## src/rtl/key_mode_pkg.sv

```systemverilog
`default_nettype none
// +--------------------------------------------------------------------------+
// | key_mode_pkg                                                             |
// | Lighting-mode constants and classifier state encoding for key_mode_ctrl. |
// | Revision: 1.0                                                            |
// +--------------------------------------------------------------------------+
package key_mode_pkg;

    localparam int unsigned MODE_OFF         = 0;
    localparam int unsigned MODE_BREATH_SLOW = 1;
    localparam int unsigned MODE_BREATH_FAST = 2;
    localparam int unsigned MODE_ON          = 3;

    localparam int unsigned STATE_W = 2;
    typedef logic [STATE_W-1:0] state_t;

    localparam state_t c_ST_IDLE      = 2'd0;
    localparam state_t c_ST_PRESSED   = 2'd1;
    localparam state_t c_ST_LONG_HELD = 2'd2;

endpackage
`default_nettype wire

```

## src/rtl/key_debounce.sv

```systemverilog
`default_nettype none
// +--------------------------------------------------------------------------+
// | key_debounce                                                             |
// | Two-flop synchroniser and restart-on-glitch debounce of an active-low    |
// | push button; key_level is the debounced pressed level.                   |
// | Revision: 1.0                                                            |
// +--------------------------------------------------------------------------+
module key_debounce #(
    parameter int DB_CYC = 1_000_000
) (
    input  logic clk,
    input  logic rst_n,
    input  logic key_n,
    output logic key_level
);

    localparam int                 c_CNT_W    = (DB_CYC > 1) ? $clog2(DB_CYC) : 1;
    localparam logic [c_CNT_W-1:0] c_CNT_LAST = c_CNT_W'(DB_CYC - 1);

    logic               r_sync1;
    logic               r_sync2;
    logic               r_level;
    logic [c_CNT_W-1:0] r_cnt;
    logic               w_press;

    // Flops idle high so a reset never looks like a press.
    always_ff @(posedge clk or negedge rst_n) begin
        if (!rst_n) begin
            r_sync1 <= 1'b1;
            r_sync2 <= 1'b1;
        end else begin
            r_sync1 <= key_n;
            r_sync2 <= r_sync1;
        end
    end

    assign w_press = ~r_sync2;

    // Any sample agreeing with the current level restarts the window.
    always_ff @(posedge clk or negedge rst_n) begin
        if (!rst_n) begin
            r_cnt   <= '0;
            r_level <= 1'b0;
        end else if (w_press == r_level) begin
            r_cnt <= '0;
        end else if (r_cnt == c_CNT_LAST) begin
            r_cnt   <= '0;
            r_level <= w_press;
        end else begin
            r_cnt <= r_cnt + c_CNT_W'(1);
        end
    end

    assign key_level = r_level;

endmodule
`default_nettype wire

```

## src/rtl/key_mode_ctrl.sv

```systemverilog
`default_nettype none
// +--------------------------------------------------------------------------+
// | key_mode_ctrl                                                            |
// | Debounced button press classifier (short/long) driving the lighting-mode |
// | register consumed by the breathing-LED stage.                            |
// | Revision: 1.0                                                            |
// +--------------------------------------------------------------------------+
module key_mode_ctrl
    import key_mode_pkg::*;
#(
    parameter int DB_CYC    = 1_000_000,
    parameter int LONG_CYC  = 50_000_000,
    parameter int NUM_MODES = 4,
    parameter int MODE_W    = 2
) (
    input  logic              clk,
    input  logic              rst_n,
    input  logic              key_n,
    output logic              key_level,
    output logic              key_short,
    output logic              key_long,
    output logic [MODE_W-1:0] mode,
    output logic              led_en
);

    localparam int                  c_HOLD_W    = $clog2(LONG_CYC);
    localparam logic [c_HOLD_W-1:0] c_HOLD_LAST = c_HOLD_W'(LONG_CYC - 1);
    localparam logic [MODE_W-1:0]   c_MODE_OFF  = MODE_W'(MODE_OFF);
    localparam logic [MODE_W-1:0]   c_MODE_LAST = MODE_W'(NUM_MODES - 1);

    logic                w_level;
    state_t              r_state;
    state_t              w_state_nxt;
    logic [c_HOLD_W-1:0] r_hold;
    logic [c_HOLD_W-1:0] w_hold_nxt;
    logic                r_short;
    logic                r_long;
    logic                w_short_nxt;
    logic                w_long_nxt;
    logic [MODE_W-1:0]   r_mode;
    logic [MODE_W-1:0]   w_mode_nxt;
    logic                r_led_en;

    key_debounce #(
        .DB_CYC (DB_CYC)
    ) u_debounce (
        .clk       (clk),
        .rst_n     (rst_n),
        .key_n     (key_n),
        .key_level (w_level)
    );

    always_ff @(posedge clk or negedge rst_n) begin
        if (!rst_n) begin
            r_state  <= c_ST_IDLE;
            r_hold   <= '0;
            r_short  <= 1'b0;
            r_long   <= 1'b0;
            r_mode   <= c_MODE_OFF;
            r_led_en <= 1'b0;
        end else begin
            r_state  <= w_state_nxt;
            r_hold   <= w_hold_nxt;
            r_short  <= w_short_nxt;
            r_long   <= w_long_nxt;
            r_mode   <= w_mode_nxt;
            r_led_en <= (w_mode_nxt != c_MODE_OFF);
        end
    end

    always_comb begin
        w_state_nxt = r_state;
        w_hold_nxt  = r_hold;
        w_short_nxt = 1'b0;
        w_long_nxt  = 1'b0;
        w_mode_nxt  = r_mode;

        case (r_state)
            c_ST_IDLE: begin
                if (w_level) begin
                    w_state_nxt = c_ST_PRESSED;
                    w_hold_nxt  = '0;
                end
            end
            c_ST_PRESSED: begin
                // Release is tested first so it wins over the long threshold.
                if (!w_level) begin
                    w_state_nxt = c_ST_IDLE;
                    w_short_nxt = 1'b1;
                end else if (r_hold == c_HOLD_LAST) begin
                    w_state_nxt = c_ST_LONG_HELD;
                    w_long_nxt  = 1'b1;
                end else begin
                    w_hold_nxt = r_hold + c_HOLD_W'(1);
                end
            end
            c_ST_LONG_HELD: begin
                if (!w_level) begin
                    w_state_nxt = c_ST_IDLE;
                end
            end
            default: begin
                w_state_nxt = c_ST_IDLE;
            end
        endcase

        if (w_short_nxt) begin
            w_mode_nxt = (r_mode == c_MODE_LAST) ? c_MODE_OFF : r_mode + MODE_W'(1);
        end else if (w_long_nxt) begin
            w_mode_nxt = c_MODE_OFF;
        end
    end

    assign key_level = w_level;
    assign key_short = r_short;
    assign key_long  = r_long;
    assign mode      = r_mode;
    assign led_en    = r_led_en;

endmodule
`default_nettype wire
```

## config.mk

```make
export PLATFORM = sky130hd
export DESIGN_NAME = key_mode_ctrl
export DESIGN_NICKNAME = d
export VERILOG_FILES = /design/src/rtl/key_mode_pkg.sv /design/src/rtl/key_debounce.sv /design/src/rtl/key_mode_ctrl.sv
export SDC_FILE = /design/constraint.sdc
export NUM_CORES = 1
export LEC_CHECK = 0
export CELL_PAD_IN_SITES_DETAIL_PLACEMENT = 0
export CELL_PAD_IN_SITES_GLOBAL_PLACEMENT = 1
export CORE_ASPECT_RATIO = 0.8
export CORE_UTILIZATION = 45
export DETAILED_ROUTE_END_ITERATION = 16
export PLACE_DENSITY = 0.75
export SLEW_MARGIN = 20
export SYNTH_ARGS = -nofsm -noshare
export SYNTH_HDL_FRONTEND = slang
export SYNTH_HIERARCHICAL = 1
export SYNTH_SLANG_ARGS = --single-unit
export TNS_END_PERCENT = 30
```

## constraint.sdc

```tcl
create_clock -name clk -period 2.38 [get_ports clk]
set_input_delay 0.357 -clock clk [delete_from_list [all_inputs] [get_ports clk]]
set_output_delay 0.357 -clock clk [all_outputs]
set_load 0.1 [all_outputs]
```

==> results of run 1 <==
[layout make-up]
cell class	instances	area share, %
multi-input cells	242	45.3
flip-flops and latches	56	42.5
repair buffers	20	4.62
well taps	84	3.18
clock buffers	6	2.20
inverters	10	1.14
clock inverters	2	1.06
[stage by stage]
stage | setup slack, ns | cell area, um^2 | hold WS [ns] | utilization (%) | power (mW)
5_1_grt | 0.0146 | 3300 | 0.366 | 51.3 | 1.69
4_1_cts | 0.175 | 3300 | 0.364 | 51.3 | 1.65
3_3_place_gp | 0.261 | 3190 | 0.312 | 49.5 | 1.02
2_1_floorplan | 0.190 | 3030 | 0.0614 | - | 0.993
3_5_place_dp | 0.207 | 3190 | 0.321 | 49.5 | 1.02
6_report | 0.179 | 3300 | 0.361 | 51.3 | 1.62
[cells by family after synthesis]
kind of cell               after synthesis  share of synthesized area [%]
AOI/OAI and AO/OA                       52                           11.3
xor gates and xnor gates                13                           3.76
adders and majority gates                3                           1.24
DFF                                     56                           46.4
muxes                                    7                           2.32
and+or+nand+nor                        167                           30.7
buffers and inverters                   25                           4.30
[where the power goes]
group          switching, mW  total (mW)  leakage (nW)  internal, mW
sequential           0.00506       0.963         0.773         0.958
combinational         0.0293      0.0417         0.549        0.0124
clock                  0.303       0.616        0.0552         0.313
[metal layers]
layer | global-route usage, % | vias to the layer above | wire length, um
li1 | - | 1212 | -
met1 | 32.9 | 1194 | 3830
met2 | 29.7 | 27 | 2730
met3 | 3.29 | 2 | 153
met4 | 5.13 | 0 | 36
met5 | 0 | - | 0
[registers in the layout (all words and copies together) (netlist names)]
signal and count:
u_debounce/r_cnt 20, r_state 2, u_debounce/r_sync2 1, r_hold 26, key_short 1, u_debounce/key_level 1
u_debounce/r_sync1 1, mode 2, led_en 1, key_long 1
[synthesized netlist by cell type, types with 6 or more instances]
cell,number
and3_1,7
inv_1,9
nand3_1,25
o31ai_1,6
xnor2_1,7
dfrtp_1,54
mux2i_1,7
o21ai_0,10
a21oi_1,12
nor4_1,9
xor2_1,6
nand4_1,9
nor3_1,11
nor2_1,21
or4_1,6
nand2_1,39
[repair_timing]
action                                  4_1_cts  5_1_grt
hold endpoints to repair                     15        0
hold buffers                                  1        0
setup buffers                                 0        0
endpoints found under the setup margin        0        2
[critical path: stages (launching register included)]
cell and delay [ns]:
dfrtp_1 0.41, ha_1 0.20, and3_1 0.33, nand2_2 0.17, o31ai_4 0.43, buf_4 0.25
nor4_1 0.07, a211o_1 0.22
[worst paths after layout]
| check | to | slack (ns) | start |
|---|---|---|---|
| max in group asynchronous | r_hold[2]$_DFFE_PN0P_ | 1.22 | rst_n |
| setup reg to reg | r_hold[19]$_DFFE_PN0P_ | 0.18 | r_hold[0]$_DFFE_PN0P_ |
| min in group asynchronous | u_debounce/r_cnt[18]$_DFF_PN0_ | 0.51 | rst_n |
| setup / recovery | r_hold[19]$_DFFE_PN0P_ | 0.18 | r_hold[0]$_DFFE_PN0P_ |
| hold / removal | u_debounce/r_sync2$_DFF_PN1_ | 0.36 | u_debounce/r_sync1$_DFF_PN1_ |
| hold reg to reg | u_debounce/r_sync2$_DFF_PN1_ | 0.36 | u_debounce/r_sync1$_DFF_PN1_ |
==> results.sh, run 1 <==
export IMPL_rr_worst_depth=7
export IMPL_final_cells=420
export IMPL_synthToLayoutAreaGrowth_pct=9.18
export IMPL_dp_cells=411
export IMPL_grt_pass1_wl_mm=11.4
export IMPL_clock_fmax_ghz=0.454
export IMPL_synth_top_cell_by_area="dfrtp_1"
export IMPL_synth_ff_type="dfrtp_1"
export IMPL_drv_cap=0
export IMPL_clk_pin_slew_ns=0.10
export IMPL_grt_setup_unrepaired="false"
export IMPL_wl_per_cell_um=16.1
export IMPL_cts_tree="yes"
export IMPL_powerDensity_mw_per_mm2=490
export IMPL_max_slew_margin_pct=67.7
export IMPL_io_pin_count=9
export IMPL_antenna_found_initial=0
export IMPL_syn_nets=329
export IMPL_drc=0
export IMPL_synth_cell_type_count=57
export IMPL_critPathKind="flop to flop"
export IMPL_cts_resized=0
export IMPL_syn_area_per_cell_um2=9.37
export IMPL_fin_tns_setup_ns=0
export IMPL_overflow=0
export IMPL_cts_root_buffer="clkbuf_8"
export IMPL_numCtsBuffers=5
export IMPL_vias=2435
export IMPL_netlist_instances=323
export IMPL_synthArstFlopShare_pct=100
export IMPL_via_per_inst=5.80
export IMPL_start_util_pct=47.0
export IMPL_ff_latch_area_mm2=0.00140
export IMPL_ys_warn_count=6
export IMPL_synth_edf_count=0
export IMPL_period_share_pct=92.5
export IMPL_grt_pass1_vias=2242
export IMPL_die_area_mm2=0.00706
export IMPL_dr_pass1_iters=4
export IMPL_multi_input_area_mm2=0.00150
export IMPL_clock_sinks=56
export IMPL_netlist_area_mm2=0.00303
export IMPL_arrival_ns=2.40
export IMPL_layout_commonest_cell="dfrtp_1"
export IMPL_hpwl_mm=4.83
export IMPL_drt_total_wl_mm=6.75
export IMPL_nFillCells=617
export IMPL_first_iter_violations=114
export IMPL_setup_violations=0
export IMPL_ys_ff_latch=56
export IMPL_fp_dieH_um=75.4
export IMPL_yosys_top_cells_area="dfrtp_1, nand2_1, nand3_1"
export IMPL_portBuffers=8
export IMPL_hold_viol=0
export IMPL_outcome="finished, final reports clean"
export IMPL_clockBufferDepth=2
export IMPL_final_cell_mix="dfrtp_1, nand2_1, nand3_1"
export IMPL_fin_skew_ns=0.00754
export IMPL_layout_nets=341
export IMPL_insertion_delay_ns=0.30
export IMPL_cp_max_fo=11
export IMPL_detail_route_antenna_nets=0
export IMPL_worst_hold_path_type="flop to flop"
export IMPL_htreeDepth=2
export IMPL_grt_usage_pct=20.9
export IMPL_synth_top_area_share_pct=44.6
export IMPL_final_layout_size_suffix_gt1_share_pct=12.5
export IMPL_rows=26
export IMPL_min_delay_path_depth=0
export IMPL_cp_required_ns=2.58
export IMPL_grt_max_degree=25
export IMPL_min_period_ns=2.20
export IMPL_die_w_um=93.7
export IMPL_startpoint_type="flop"
export IMPL_tightest_slew_ns=0.483
export IMPL_end_kind="flop"
export IMPL_gp_congestion=0.831
export IMPL_core_area_mm2=0.00644
export IMPL_yosysSeqAreaShare_pct=46.4
export IMPL_max_vdd_ir_drop_uv=288
export IMPL_diodes=0
export IMPL_drv_slew=0
export IMPL_p_leak_nw=1.38
(Power assumes the default switching activity.)
==> run 2: changes to the inputs <==
- SLEW_MARGIN: 20 -> unset
==> results of run 2 <==
Final layout, timing and power as in run 1 (identical DEF).
==> run 3: changes to the inputs <==
- TNS_END_PERCENT: 30 -> unset
==> results of run 3 <==
Final layout, timing and power as in run 1 (identical DEF).
==> RTL edit 1: new RTL, config.mk and constraints of run 1 <==
Register the input `key_n` before use, cleared by the reset. The logic sees it one clock later.
--- a/src/rtl/key_mode_ctrl.sv
+++ b/src/rtl/key_mode_ctrl.sv
@@ -28,6 +28,16 @@
     localparam logic [MODE_W-1:0]   c_MODE_OFF  = MODE_W'(MODE_OFF);
     localparam logic [MODE_W-1:0]   c_MODE_LAST = MODE_W'(NUM_MODES - 1);
 
+    logic key_n_q;
+
+    always_ff @(posedge clk or negedge rst_n) begin
+        if (!rst_n) begin
+            key_n_q <= '0;
+        end else begin
+            key_n_q <= key_n;
+        end
+    end
+
     logic                w_level;
     state_t              r_state;
     state_t              w_state_nxt;
@@ -46,7 +56,7 @@
     ) u_debounce (
         .clk       (clk),
         .rst_n     (rst_n),
-        .key_n     (key_n),
+        .key_n     (key_n_q),
         .key_level (w_level)
     );
 
Function: no difference found for any inputs over 10 cycles, from zero or initial values and one cycle with rst_n low; that may be too few to reach the edited logic, so the function may still have changed.
==> RTL edit 1 against run 1 <==
Setup slack improved by 0.17 ns. Final area up 4.5%. Area after synthesis increased by 0.83%. Wire length rose by 2.4%. Cell count up 1.9%. First-iteration DRC count rose by 71%. Clock skew down 0.0012 ns. Sequential cell count is 1 higher. Combinational power grew 1%. Power grew 27%.
==> RTL edit 1: results (changes against run 1) <==
- Status: completed
- Syn nets: 330 (+0.30%)
- Fin cells: 428 (+1.9%)
- R2r startpoint: r_hold[0]
- Top cells by area, synth: dfrtp_1 45%, nand2_1 4.8%, nand3_1 4.1%
- Filler cell count: 595 (-3.6%)
- FF+latch area: 1430 um2 (+1.8%)
- Buffers excl. clock: 19 (-5.0%)
- RR Endpoint: r_hold[22]
- HPWL after DPL: 4790 um (-0.67%)
- Top cells by count, synth: 55 x dfrtp_1, 39 x nand2_1, 25 x nand3_1
- GRT Util Overall: 21.4% (+0.47 points)
- Sequential share of the synthesized area: 46.8% (+0.44 points)
- Actual slew at the worst max-slew pin: 0.563 ns (+0.0801 ns)
- Reg2Reg Setup Slack: 0.34 ns (+0.17 ns)
- Vias post-DR: 2521 (+3.5%)
- Inserted Clock Buffers: 9 (+4)
- First-pass GRT wire length: 11300 um (-0.60%)
- Clock network area share: 6.63% (+3.4 points)
- Pleak: 1.45 nW (+5.3%)
- Routability cong.: 0.745 (-10%)
- WP data arrival: 2.26 ns (-0.14 ns)
- Worst-path maximum fanout: 8 (-3)
- Worst r2r path cells: 8 (+1)
- WL met3: 309 um (+100%)
- Reg clk slew, reported paths: 0.07 ns (-0.03 ns)
- Dpl cells: 412 (+0.24%)
- Peak supply drop: 0.390 mV (+36%)
- WL/cell: 16.2 um (+0.52%)
- Cells after synthesis: 324 (+0.31%)
- Post-synth top area share: 45.1% (+0.45 points)
- Met1 WL: 3740 um (-2.4%)
- Initial detailed-routing violation count: 195 (+71%)
- Share of cells above drive strength 1: 14.8% (+2.3 points)
- Nets: 345 (+1.2%)
- Non-clk buf share: 4.49% (-0.13 points)
- Post-synthesis register bit count: 57 (+1.8%)
- CLK BUF: 11 (+5)
- Clk_skew: 0.00631 ns (-0.00123 ns)
- Metal2 WL: 2770 um (+1.4%)
- Clk Latency, worst-skew pair: 0.34 ns (+0.04 ns)
RTL edit 1: cell count changes after synthesis, sizes merged:
cell   delta
dfrtp     +1
RTL edit 1: cell families after synthesis:
family | share of synthesized area [%]
XOR/XNOR | 3.73
buffers and inverters | 4.26
multiplexers | 2.30
AO/OA/AOI/OAI | 11.2
adder cells (fa/ha/maj) | 1.23
flip-flops | 46.8
AND/OR/NAND/NOR | 30.5
RTL edit 1: worst max-delay path: stages, from the launching register on:
cell     delay, ns
dfrtp_1       0.39
ha_1          0.19
and3_1        0.31
nand2_2       0.17
o31ai_4       0.33
buf_4         0.21
inv_2         0.10
mux2i_1       0.15
o21ai_1       0.07
RTL edit 1: layer usage:
layer  global-route usage (%)  vias up
li1                         -     1221
met1                     32.2     1233
met2                     29.2       58
met3                     5.99        9
met4                     7.18        0
met5                        0        -
RTL edit 1: power by group:
part           switching [W]  internal [W]
registers         0.00000531      0.000977
clock network       0.000396      0.000642
logic              0.0000297     0.0000125
total               0.000431       0.00163
RTL edit 1: stage by stage:
step                worst slack [ns]  hold WS (ns)  area (um2)
global route                   0.107        0.0289        3450
detailed placement             0.337         0.355        3220
finish                         0.344       0.00685        3450
CTS                            0.333       0.00784        3450
floorplan                      0.190        0.0614        3050
global placement               0.420         0.346        3220
RTL edit 1: worst max-delay path by stage:
stage               cells after the start          to            startpoint
floorplan                               5   r_hold[3]  u_debounce/key_level
global placement                        7  r_hold[21]             r_hold[0]
detailed placement                      8  r_hold[22]             r_hold[0]
CTS                                     8  r_hold[22]             r_hold[0]
global route                            8  r_hold[22]             r_hold[0]
finish                                  8  r_hold[22]             r_hold[0]
==> RTL edit 2: new RTL, config.mk and constraints of run 1 <==
Made on the original files. `DB_CYC` is set to 1_000_000 in 2 places; all go to 250_000.
--- a/src/rtl/key_debounce.sv
+++ b/src/rtl/key_debounce.sv
@@ -6,7 +6,7 @@
 // | Revision: 1.0                                                            |
 // +--------------------------------------------------------------------------+
 module key_debounce #(
-    parameter int DB_CYC = 1_000_000
+    parameter int DB_CYC = 250_000
 ) (
     input  logic clk,
     input  logic rst_n,
--- a/src/rtl/key_mode_ctrl.sv
+++ b/src/rtl/key_mode_ctrl.sv
@@ -8,7 +8,7 @@
 module key_mode_ctrl
     import key_mode_pkg::*;
 #(
-    parameter int DB_CYC    = 1_000_000,
+    parameter int DB_CYC    = 250_000,
     parameter int LONG_CYC  = 50_000_000,
     parameter int NUM_MODES = 4,
     parameter int MODE_W    = 2
Formal check against the unedited RTL: same outputs for any inputs over 10 cycles, from zero or initial values and one cycle with rst_n low; that may be too few to reach the edited logic, so the function may still have changed.
==> RTL edit 2 against run 1 <==
Fmax increased by 4.5%. Sequential cell count decreased by 2. Final area decreased by 3.1%. Wire length decreased by 4.9%. Count of clock-buffer cells in the layout unchanged. Critical path depth unchanged. Clock skew decreased by 0.0013 ns. Power decreased by 2.2%. Setup slack improved by 0.096 ns. Area after synthesis decreased by 3.3%. Largest cell class unchanged. Highest routed layer unchanged.
==> RTL edit 2: results (changes against run 1) <==
- Status: completed
- Sequential logic power: 0.000929 W (-3.5%)
- Grt met3 use: 3.68% (+0.39 points)
- First-pass GRT wire length: 11100 um (-2.6%)
- Reg2Reg Setup Slack: 0.27 ns (+0.10 ns)
- GRT Util Overall: 20.8% (-0.11 points)
- Seq/total area: 42.3% (-0.20 points)
- Placement Setup Slack: 0.306 ns (+0.0999 ns)
- Dpl cells: 396 (-3.6%)
- Multi-input logic area: 1470 um2 (-2.1%)
- Synth Area in Compound Gates: 10.5% (-0.76 points)
- Clk_skew: 0.00626 ns (-0.00127 ns)
- Share of cells above drive strength 1: 11.5% (-1.0 points)
- Internal power: 0.00125 W (-2.6%)
- Minimum clock period: 2.11 ns (-0.0957 ns)
- Mapped cell area: 2930 um2 (-3.3%)
- PostCTS Resize Cnt: 0 (unchanged)
- Routability cong.: 0.772 (-7.1%)
- Nets: 328 (-3.8%)
- Tot Pwr: 0.00159 W (-2.2%)
- HPWL after DPL: 4490 um (-6.9%)
- Multi-input gates: 237 (-2.1%)
- Non-clk buf share: 4.61% (-0.0083 points)
- Post-synthesis mux area share: 2.05% (-0.26 points)
- Clock network area share: 3.44% (+0.18 points)
- FF+latch area: 1350 um2 (-3.6%)
- Worst Hold Class: input pin to asynchronous set/reset pin
- Top cells by count, synth: 52 x dfrtp_1, 37 x nand2_1, 26 x nand3_1
- Largest net degree at the start of global routing: 55 (+120%)
- Clock Sink Count: 54 (-3.6%)
- Top cells by area, synth: dfrtp_1 44%, nand2_1 4.7%, nand3_1 4.4%
- Vias post-DR: 2361 (-3.0%)
- RR Endpoint: r_hold[7]
- Placement Cell Area: 3090 um2 (-3.0%)
- # port buffers: 8 (unchanged)
- XOR/XNOR Fraction of Synth Area: 4.49% (+0.73 points)
- Vias in the first global route: 2095 (-6.6%)
- GR Layer Usage met1: 33.5% (+0.62 points)
- Top flop regs: r_hold x26, u_debounce/r_cnt x18
- Inverters, non-clock: 6 (-4)
- Adder-Cell Fraction of Synth Area: 1.28% (+0.043 points)
- Sequential share of the synthesized area: 46.3% (-0.10 points)
- Buffers excl. clock: 18 (-10%)
- Avg Cell Area, Syn: 9.44 um2 (+0.70%)
- Detail-routed via count per cell: 5.84 (+0.80%)
- Hold_ws: 0.0329 ns (-0.328 ns)
- H-tree depth: 2 (unchanged)
- Netlist cell types: 54 (-5.3%)
- Syn nets: 316 (-4.0%)
- Actual slew at the worst max-slew pin: 0.467 ns (-0.0157 ns)
- Pleak: 1.34 nW (-2.7%)
- Peak supply drop: 0.299 mV (+4.0%)
- Filler cell count: 558 (-9.6%)
- Initial detailed-routing violation count: 169 (+48%)
- Final wirelength: 6420 um (-4.9%)
-- RTL edit 2: cell count changes after synthesis, moves of 2 or more --
cell     change
nor2_1       +3
a21oi_1      -4
o31ai_1      -3
nand2_1      -2
or2_2        -2
nand4_1      +3
nor4_1       +2
or4_1        -2
dfrtp_1      -2
inv_1        -4
-- RTL edit 2: worst max-delay path, stage by stage (launching register included) --
cell and delay (ns):
dfrtp_1 0.40, ha_1 0.20, and3_1 0.32, nand2_2 0.18
o31ai_4 0.36, buf_4 0.24, nor4_1 0.07, a211o_1 0.23
-- RTL edit 2: cells by family after synthesis --
family          count (synthesis)
fa+ha+maj                       3
simple gates                  167
mux                             6
flops                          54
compound gates                 46
xor+xnor                       15
buf+inv                        19
-- RTL edit 2: per-layer routing --
layer / share of wire, % / wire length (um) / up-vias
met4: 0.55 / 35 / 0
met5: 0 / 0 / -
li1: - / - / 1172
met1: 57 / 3660 / 1137
met2: 39 / 2500 / 48
met3: 3.3 / 213 / 4
